==> config.mk <==
export PLATFORM = sky130hd
export DESIGN_NAME = ifetch
export DESIGN_NICKNAME = d
export VERILOG_FILES = /design/src/rtl/ifetch.sv
export SDC_FILE = /design/constraint.sdc
export NUM_CORES = 1
export LEC_CHECK = 0
export ABC_AREA = 1
export CAP_MARGIN = 20
export CORE_ASPECT_RATIO = 0.75
export CORE_MARGIN = 4
export CORE_UTILIZATION = 40
export CTS_BUF_LIST = sky130_fd_sc_hd__clkbuf_4
export CTS_CLUSTER_SIZE = 12
export DETAILED_ROUTE_END_ITERATION = 8
export PLACE_DENSITY = 0.78
export SLEW_MARGIN = 15
export SYNTH_ARGS = -nofsm -noshare
export SYNTH_HDL_FRONTEND = slang
export SYNTH_SLANG_ARGS = --single-unit
export TNS_END_PERCENT = 10
==> constraint.sdc <==
create_clock -name clk -period 1.9 [get_ports clk]
set_input_delay 0.38 -clock clk [delete_from_list [all_inputs] [get_ports clk]]
set_output_delay 0.38 -clock clk [all_outputs]
set_load 0.005 [all_outputs]
==> src/rtl/ifetch.sv <==
// Instruction fetch: one outstanding imem request; word is held for decode until taken or flushed.
// Latency: instr_valid >= 2 cycles after request accept; stalls on imem_req_ready and instr_ready.
module ifetch #(
    parameter logic [31:0] NOP_INSTR = 32'h0000_0013
) (
    input  logic        clk,
    input  logic        reset,
    input  logic [31:0] pc,
    input  logic        flush,
    output logic        pc_advance,
    output logic        imem_req_valid,
    input  logic        imem_req_ready,
    output logic [31:0] imem_req_addr,
    input  logic        imem_rsp_valid,
    input  logic [31:0] imem_rsp_data,
    output logic        instr_valid,
    input  logic        instr_ready,
    output logic [31:0] instr,
    output logic [31:0] instr_pc,
    output logic        instr_fault
);
    typedef enum logic [2:0] {IDLE, REQ, WAIT, DROP, HOLD} state_t;

    state_t state;
    logic   aligned;

    assign aligned        = (pc[1:0] == 2'b00);
    assign imem_req_valid = (state == REQ) && aligned;
    assign imem_req_addr  = imem_req_valid ? pc : 32'h0;
    assign instr_valid    = (state == HOLD);
    assign pc_advance     = instr_valid && instr_ready && !flush;

    always_ff @(posedge clk) begin
        if (reset) begin
            state       <= IDLE;
            instr       <= 32'h0;
            instr_pc    <= 32'h0;
            instr_fault <= 1'b0;
        end else begin
            case (state)
                IDLE: state <= REQ;
                REQ: begin
                    // An accept under flush is still in flight; its response must be drained.
                    if (imem_req_valid && imem_req_ready) begin
                        instr_pc <= pc;
                        state    <= flush ? DROP : WAIT;
                    end else if (!flush && !aligned) begin
                        instr       <= NOP_INSTR;
                        instr_pc    <= pc;
                        instr_fault <= 1'b1;
                        state       <= HOLD;
                    end
                end
                WAIT: begin
                    if (imem_rsp_valid) begin
                        if (flush) begin
                            state <= REQ;
                        end else begin
                            instr       <= imem_rsp_data;
                            instr_fault <= 1'b0;
                            state       <= HOLD;
                        end
                    end else if (flush) begin
                        state <= DROP;
                    end
                end
                DROP: begin
                    if (imem_rsp_valid) begin
                        state <= REQ;
                    end
                end
                HOLD: begin
                    if (flush || instr_ready) begin
                        state <= REQ;
                    end
                end
                default: state <= IDLE;
            endcase
        end
    end
endmodule

# --- After elaboration in Yosys (flattened, before gate mapping) ---
# Index checks and enable logic that the tools add are counted.
op_classes:
  eq_ne: 12
  muxes: 22
  n_reduce_logical: 15
op_table:
  columns: ["cell", "n"]
  rows:
  - ["2-to-1 mux 32 bit", 7]
  - ["case mux 32 bit (2 select lines)", 1]
  - ["2-to-1 mux 3 bit", 7]
  - ["case mux 3 bit (5 select lines)", 1]
  - ["!= test 2 bit, second input constant", 4]
  - ["equality test 3 x 2 -> 1 bit, second input constant", 2]
  - ["logical AND 1 bit", 5]
  - ["2-to-1 mux 1 bit", 5]
  - ["AND reduction 5 bit", 1]
  - ["!= test 2 x 1 -> 1 bit, second input constant", 2]
  - ["AND reduction 4 bit", 1]
  - ["nonzero test 2 bit", 2]
  - ["equality test 3 x 1 -> 1 bit, second input constant", 1]
  - ["equality test 3 bit, second input constant", 1]
  - ["logical NOT 3 bit", 1]
  - ["!= test 3 x 1 -> 1 bit, second input constant", 1]
  - ["!= test 3 bit, second input constant", 1]
  - ["logical NOT 1 bit", 2]
  - ["logical NOT 2 bit", 1]
  - ["case mux 1 bit (2 select lines)", 1]
  - ["AND reduction 2 bit", 1]
  - ["logical OR 1 bit", 1]
word_totals:
  reg_bits: 68
  in_bits: 70
  out_inout_bits: 100
  elab_cells: 53

# --- Depth between registers and ports, before layout ---
# Gate-level depths: netlist of the first run.
depth:
  depth_word: 6
  depth_mapped: 9
  ltp_nobuf: 8

# --- Worst setup path before layout of the first run ---
# OpenSTA, ideal clock, no wires.
synth_timing:
  path_type: "input port to output port"
  start: "input port pc[0]"
  end: "output port imem_req_addr[31]"
  arrival_ns: 1.035
  required_time_ns: 1.520
  setup_slack_ns: 0.485
  path_stages: 4
  path_buffers: 1
  path_cell_list: "nor2_1 -> nand2_2 -> clkbuf_1 -> nor2_1"
synth_between:
  elab_chain_len: 3
synth_rtl:
  columns: ["element", "line", "rtl"]
  rows:
  - ["start, declared", "8", "input logic [31:0] pc,"]
  - ["logical NOT 2 bit", "27", "assign aligned = (pc[1:0] == 2'b00);"]
  - ["logical AND 1 bit", "28", "assign imem_req_valid = (state == REQ) && aligned;"]
  - ["2-to-1 mux 32 bit", "29", "assign imem_req_addr = imem_req_valid ? pc : 32'h0;"]
  - ["end, declared", "13", "output logic [31:0] imem_req_addr,"]
# No other way between the ends.

# --- Worst setup path after layout of the first run ---
layout_timing:
  start: "register state[2]"
  end: "output port imem_req_addr[28]"
layout_between:
  elab_chain_len: 3
layout_rtl:
  columns: ["element", "line", "rtl"]
  rows:
  - ["start, declared", "24", "state_t state;"]
  - ["start signal, assigned", "46", "state <= flush ? DROP : WAIT;"]
  - ["equality test 3 x 1 -> 1 bit", "28", null]
  - ["logical AND 1 bit", "28", null]
  - ["2-to-1 mux 32 bit", "29", null]
# No other way between the ends.

==> flow_summary.yaml, run 1 <==
timing:
  fin_ws_ns: 0.08018
  hold_viol_final: 0
  fmax_ghz: 0.5495
  max_slew.worst_pin.slew_ns: 0.5980
  finalSetupViolations: 0
  finalMaxSlewViolations: 0
  rsz0062_at_grt: "true"
  period_needed_ns: 1.820
  slew_headroom_pct: 60.13
  finClkSkew_ns: 0.009570
  period_share_pct: 95.78
route:
  wire_per_inst_um: 13.15
  routed_wirelength_um: 10800
  drt_iter0_drc: 203
  drc_errors: 0
  dr.pass1.iters: 4
  ant_nets: 0
  vias: 3889
  viasPerCell: 4.737
logic_synthesis:
  synth_ff_type: "dfxtp_1"
  synth_area_per_cell_um2: 6.265
  synth_area_um2: 3371
  netlist_instances: 538
  yosys-top-cells-count: "nand2_1, nor2_1, inv_1"
  synth-edff-count: 0
  ys_types: 18
  ys_seq_area_share_pct: 40.39
  async_flop_share_pct: 0
  yosysTopAreaCellShare_pct: 40.39
  yosysWarnings: 0
  ys_seq_elements: 68
  synthTopCellsByArea: "dfxtp_1, nand2_1, nor2_1, inv_1, nand3_1"
  synth_most_common_cell: "nand2_1"
  yosysTopAreaCell: "dfxtp_1"
grt:
  grt_max_degree: 66
  grt_usage_pct: 21.04
  grt_first_pass_wirelength_um: 17180
  grt_overflow_total: 0
  grt_pass1_vias: 3656
  antenna_found_initial: 0
finish:
  syn_to_final_growth_pct: 59.13
  n_antenna_cell: 0
  layout-drive-gt1-share_pct: 14.39
  instances_no_fill: 821
  layout.nets: 782
floorplan:
  die_y_um: 87.50
  fp-row-count: 28
  die_area_um2: 9975
  ios: 170
  dieWidth_um: 114
  initial_core_util_pct: 41.83
  design.core.area_um2: 8058
setup_path:
  criticalPathCategory: "flip-flop to primary output"
  worstRegToRegCells: 11
  startpoint: "state[2]"
  r2r-start: "state[2]"
  endpoint_kind: "primary output"
  critPathMaxFanout: 6
  reg2reg_slack_ns: 0.20
  critPathArrivalTime_ns: 1.44
  required_ns: 1.52
  cp-start-kind: "flip-flop"
  r2r-end: "instr[7]"
run:
  cap_violations: 0
placement:
  routabilityCongestion: 0.8345
  pre_cts_ws_ns: -0.3687
  place_hpwl_um: 7640
  io_buffers: 167
  placed_cells: 797
clock_network:
  clk_latency_ns: 0.39
  numCtsBuffers: 9
  holdBufCountCts: 0
  htree_levels: 3
  cts.sinks: 68
  clockRootBuffer: "clkbuf_4"
  cts_tree: "done"
  ctsLongestPathBuffers: 2
  clk_pin_slew_ns: 0.10
outcome:
  outcome: "complete, no violations"
hold_path:
  min_to: "instr_fault"
  holdCritStartpoint: "instr_fault"
  whs_path_depth: 2
  holdCritPathClass: "flip-flop to flip-flop"
power_and_ir_drop:
  p_leak_uw: 0.002536
  vdd_drop_max_uv: 470.6
  p_per_area_nw_per_um2: 842.0
[cells by family (layout without fill, tap and decap cells)]
logic type             Yosys count  in the layout  synth area share, %
other                            1              2               0.1113
AO/OA/AOI/OAI                   38             38                5.753
AND/OR/NAND/NOR                316            316                39.57
flip-flops                      68             68                40.39
buffers and inverters          115            292                14.18
[worst max path at each step]
| stage | endpoint | slack, ns | cells after the start |
|---|---|---|---|
| finish | imem_req_addr[28] | 0.08 | 7 |
| global route | imem_req_addr[28] | -0.01 | 7 |
| CTS | imem_req_addr[31] | -0.05 | 7 |
| detailed placement | imem_req_addr[13] | -0.37 | 6 |
| global placement | imem_req_addr[7] | -0.33 | 6 |
| floorplan | imem_req_addr[31] | 0.48 | 4 |
[per-stage QoR]
stage	total power [uW]	hold WS, ns	cell area [um^2]	TNS [ns]	util, %
4_1_cts	4507	0.4662	5304	-0.08390	65.82
2_1_floorplan	2789	0.4427	3374	0	-
6_report	4516	0.4646	5364	0	66.57
5_1_grt	4859	0.4932	5364	-0.01890	66.57
3_3_place_gp	3674	0.4459	5251	-16.76	65.17
3_5_place_dp	3724	0.4520	5251	-18.32	65.17
[layout by cell type (no fill, tap or decap), types with 2 or more instances in the layout]
| cell | Yosys | routed |
|---|---|---|
| nor2_2 | 0 | 9 |
| nand3_1 | 40 | 40 |
| conb_1 | 1 | 2 |
| buf_4 | 6 | 27 |
| inv_1 | 71 | 70 |
| buf_12 | 0 | 6 |
| buf_2 | 19 | 29 |
| nor2_1 | 105 | 96 |
| nand2_1 | 135 | 135 |
| clkinv_1 | 0 | 2 |
| clkbuf_4 | 0 | 11 |
| inv_2 | 4 | 4 |
| clkinv_2 | 0 | 2 |
| nand4_1 | 31 | 31 |
| dlygate4sd2_1 | 0 | 3 |
| clkbuf_2 | 0 | 2 |
| a21oi_1 | 36 | 36 |
| dfxtp_1 | 68 | 65 |
| dfxtp_2 | 0 | 3 |
| clkdlybuf4s50_1 | 0 | 132 |
[where the power goes]
group / internal (uW) / total (uW) / switching (uW) / leakage (uW)
clock: 280 / 756 / 476 / 0.0000616
combinational: 985 / 1960 / 975 / 0.00192
sequential: 1660 / 1800 / 137 / 0.000557
[cell type report]
class,count,area (um^2)
Clock buffer,11,82.58
Tap cell,105,131.4
Fill cell,727,2694
Inverter,75,284.0
Timing Repair Buffer,202,1889
Clock inverter,4,17.52
Multi-Input combinational cell,356,1594
Sequential cell,68,1365
[timing repair]
item / in CTS / in global routing
pin swaps: 2 / 1
cloned: 1 / 1
setup endpoints to repair: 33 / 25
buffers inserted: 7 / 0
resized for setup: 132 / 16
[critical path, cell delays in order (launching register included)]
cell       delay (ns)
dfxtp_2          0.34
inv_2            0.07
nand3_4          0.08
inv_4            0.09
nand2_8          0.09
clkbuf_16        0.18
nor2_1           0.08
buf_2            0.12
[per-layer routing]
layer	vias to the layer above	routed length, um	share of wire, %	track usage [%]
met1	1755	4503	42	25.87
met3	4	924	8.6	7.014
met5	-	0	0	0
li1	2005	-	-	-
met4	0	63	0.58	4.746
met2	125	5306	49	36.08
[registers in the layout, summed over array words and instances (netlist names)]
name and count:
instr 32, instr_pc 32, state 3, instr_fault 1
Power figures use the tool's default switching activity.
==> inputs of run 2 (changes only) <==
--- a/config.mk
+++ b/config.mk
@@ -8,7 +8,6 @@
 export ABC_AREA = 1
 export CAP_MARGIN = 20
 export CORE_ASPECT_RATIO = 0.75
-export CORE_MARGIN = 4
 export CORE_UTILIZATION = 40
 export CTS_BUF_LIST = sky130_fd_sc_hd__clkbuf_4
 export CTS_CLUSTER_SIZE = 12
==> flow_summary.yaml, run 2 (synthesized netlist as in run 1, its figures left out) <==
finish:
  n_antenna_cell: 0
  layout_common_cells: "nand2_1, clkdlybuf4s50_1, nor2_1"
  multi_input_area_um2: 1647
  final_common_cell: "nand2_1"
  layout.nets: 782
  syn_to_final_growth_pct: 60.10
  regArea_um2: 1366
  largestRegisters: "instr: 32 flops, instr_pc: 32 flops, state: 3 flops"
  n_fill_cell: 714
  layout-drive-gt1-share_pct: 15.48
grt:
  grt_usage_pct: 23.82
  grt_first_pass_wirelength_um: 16530
  grt_pass1_vias: 3674
  grt_max_degree: 66
  grt_overflow_total: 0
  antenna_found_initial: 0
run:
  cap_violations: 0
floorplan:
  initial_core_util_pct: 42.01
  fp-row-count: 28
  die_area_um2: 8802
  design.core.area_um2: 8023
  dieWidth_um: 108
  ios: 170
  die_y_um: 81.50
route:
  routed_wirelength_um: 10450
  dr.pass1.iters: 4
  wire_per_inst_um: 12.71
  drc_errors: 0
  viasPerCell: 4.757
  ant_nets: 0
  vias: 3910
  drt_iter0_drc: 156
timing:
  setup_tns_ns: 0
  fmax_ghz: 0.5318
  slew_headroom_pct: 59.40
  rsz0062_at_grt: "true"
  period_share_pct: 98.98
  finClkSkew_ns: 0.009201
  max_slew.worst_pin.slew_ns: 0.6091
  finalSetupViolations: 0
  fin_ws_ns: 0.01942
  period_needed_ns: 1.881
  hold_viol_final: 0
  finalMaxSlewViolations: 0
setup_path:
  r2r-end: "instr[5]"
  critPathArrivalTime_ns: 1.50
  r2r-start: "state[1]"
  reg2reg_slack_ns: 0.23
  criticalPathCategory: "flip-flop to primary output"
  worstRegToRegCells: 11
  required_ns: 1.52
  critPathMaxFanout: 6
  startpoint: "state[2]"
  endpoint_kind: "primary output"
  max_stage_delay_ns: 0.34
  crit_path_cell_trace: "inv_2 > nand3_4 > inv_4 > nand2_8 > buf_12 > buf_8 > nor2_4 > buf_2"
  cp_slowest_cell: "dfxtp_2"
  cp-start-kind: "flip-flop"
clock_network:
  htree_levels: 3
  cts.sinks: 68
  clk_pin_slew_ns: 0.11
  ctsLongestPathBuffers: 2
  numCtsBuffers: 9
  clk_latency_ns: 0.40
  cts_tree: "done"
  clockRootBuffer: "clkbuf_4"
power_and_ir_drop:
  pwr-share-clk_pct: 16.7
  intPower_uw: 2890
  p_switching_uw: 1617
  power.combinational.fraction_pct: 43.4
  p_per_area_nw_per_um2: 835.1
  seqPwrFrac_pct: 39.9
  switching_share_pct: 35.87
  p_leak_uw: 0.002516
  vdd_drop_max_uv: 423.5
hold_path:
  whs_path_depth: 2
  holdCritStartpoint: "instr_fault"
  holdCritPathClass: "flip-flop to flip-flop"
  min_to: "instr_fault"
outcome:
  outcome: "complete, no violations"
placement:
  io_buffers: 167
  place_hpwl_um: 7050
  routabilityCongestion: 0.9086
  pre_cts_ws_ns: -0.4757
-- run 2: cell types whose count changed in the layout (fill, tap and decap cells not counted), sizes merged --
cell           previous run  this run
dlygate4sd2               3         2
clkdlybuf4s15             1         0
clkinvlp                  0         1
buf                      63        57
clkbuf                   14        20
clkinv                    4         6
-- run 2: through the flow --
step	hold WS, ns	power [uW]	cell area [um^2]	cells	utilization (%)
after CTS	0.4651	4527	5365	822	66.87
after detailed placement	0.4468	3677	5211	795	64.96
after global routing	0.5068	4856	5396	822	67.26
after global placement	0.4327	3620	5211	795	64.96
final	0.4599	4507	5396	822	67.26
after floorplan	0.4427	2789	3374	539	-
-- run 2: power by group through the flow --
stage / logic, uW / clock network [uW] / registers [uW]
2_1_floorplan: 956 / 0 / 1830
3_3_place_gp: 1810 / 0 / 1810
3_5_place_dp: 1860 / 0 / 1820
4_1_cts: 1930 / 799 / 1800
5_1_grt: 2170 / 851 / 1830
6_report: 1950 / 752 / 1800
-- run 2: worst max-delay path: cells and delay by family (launching register included) --
kind | cells | cell delay [ns]
buf+inv | 5 | 0.54
flops | 1 | 0.34
simple gates | 3 | 0.21
-- run 2: worst max-delay path by stage --
stage	endpoint	slack (ns)	cells past startpoint
after floorplan	imem_req_addr[31]	0.48	4
after global placement	imem_req_addr[3]	-0.42	6
after detailed placement	imem_req_addr[4]	-0.48	6
after CTS	imem_req_addr[25]	-0.09	8
after global routing	imem_req_addr[19]	-0.11	8
final	imem_req_addr[4]	0.02	8
-- run 2: cell type report --
| type | count | share of cell area (%) |
|---|---|---|
| Sequential cell | 68 | 25.32 |
| Inverter | 75 | 5.263 |
| Clock buffer | 9 | 1.252 |
| Multi-Input combinational cell | 356 | 30.51 |
| Tap cell | 105 | 2.434 |
| Timing Repair Buffer | 202 | 34.59 |
| Clock inverter | 7 | 0.6260 |
-- run 2: per-layer routing --
layer	vias to the layer above	track usage [%]	wire (um)
met3	22	7.063	978
met1	1720	26.30	4270
met2	164	41.78	4904
met4	0	12.60	295
li1	2004	-	-
met5	-	0	0
-- run 2: repair_timing --
| item | CTS | global route |
|---|---|---|
| endpoints found under the setup margin | 33 | 33 |
| resized for setup | 118 | 44 |
| pin swaps | 2 | 0 |
| gates cloned | 1 | 0 |
| setup buffers | 10 | 0 |
| hold buffers | 0 | 0 |
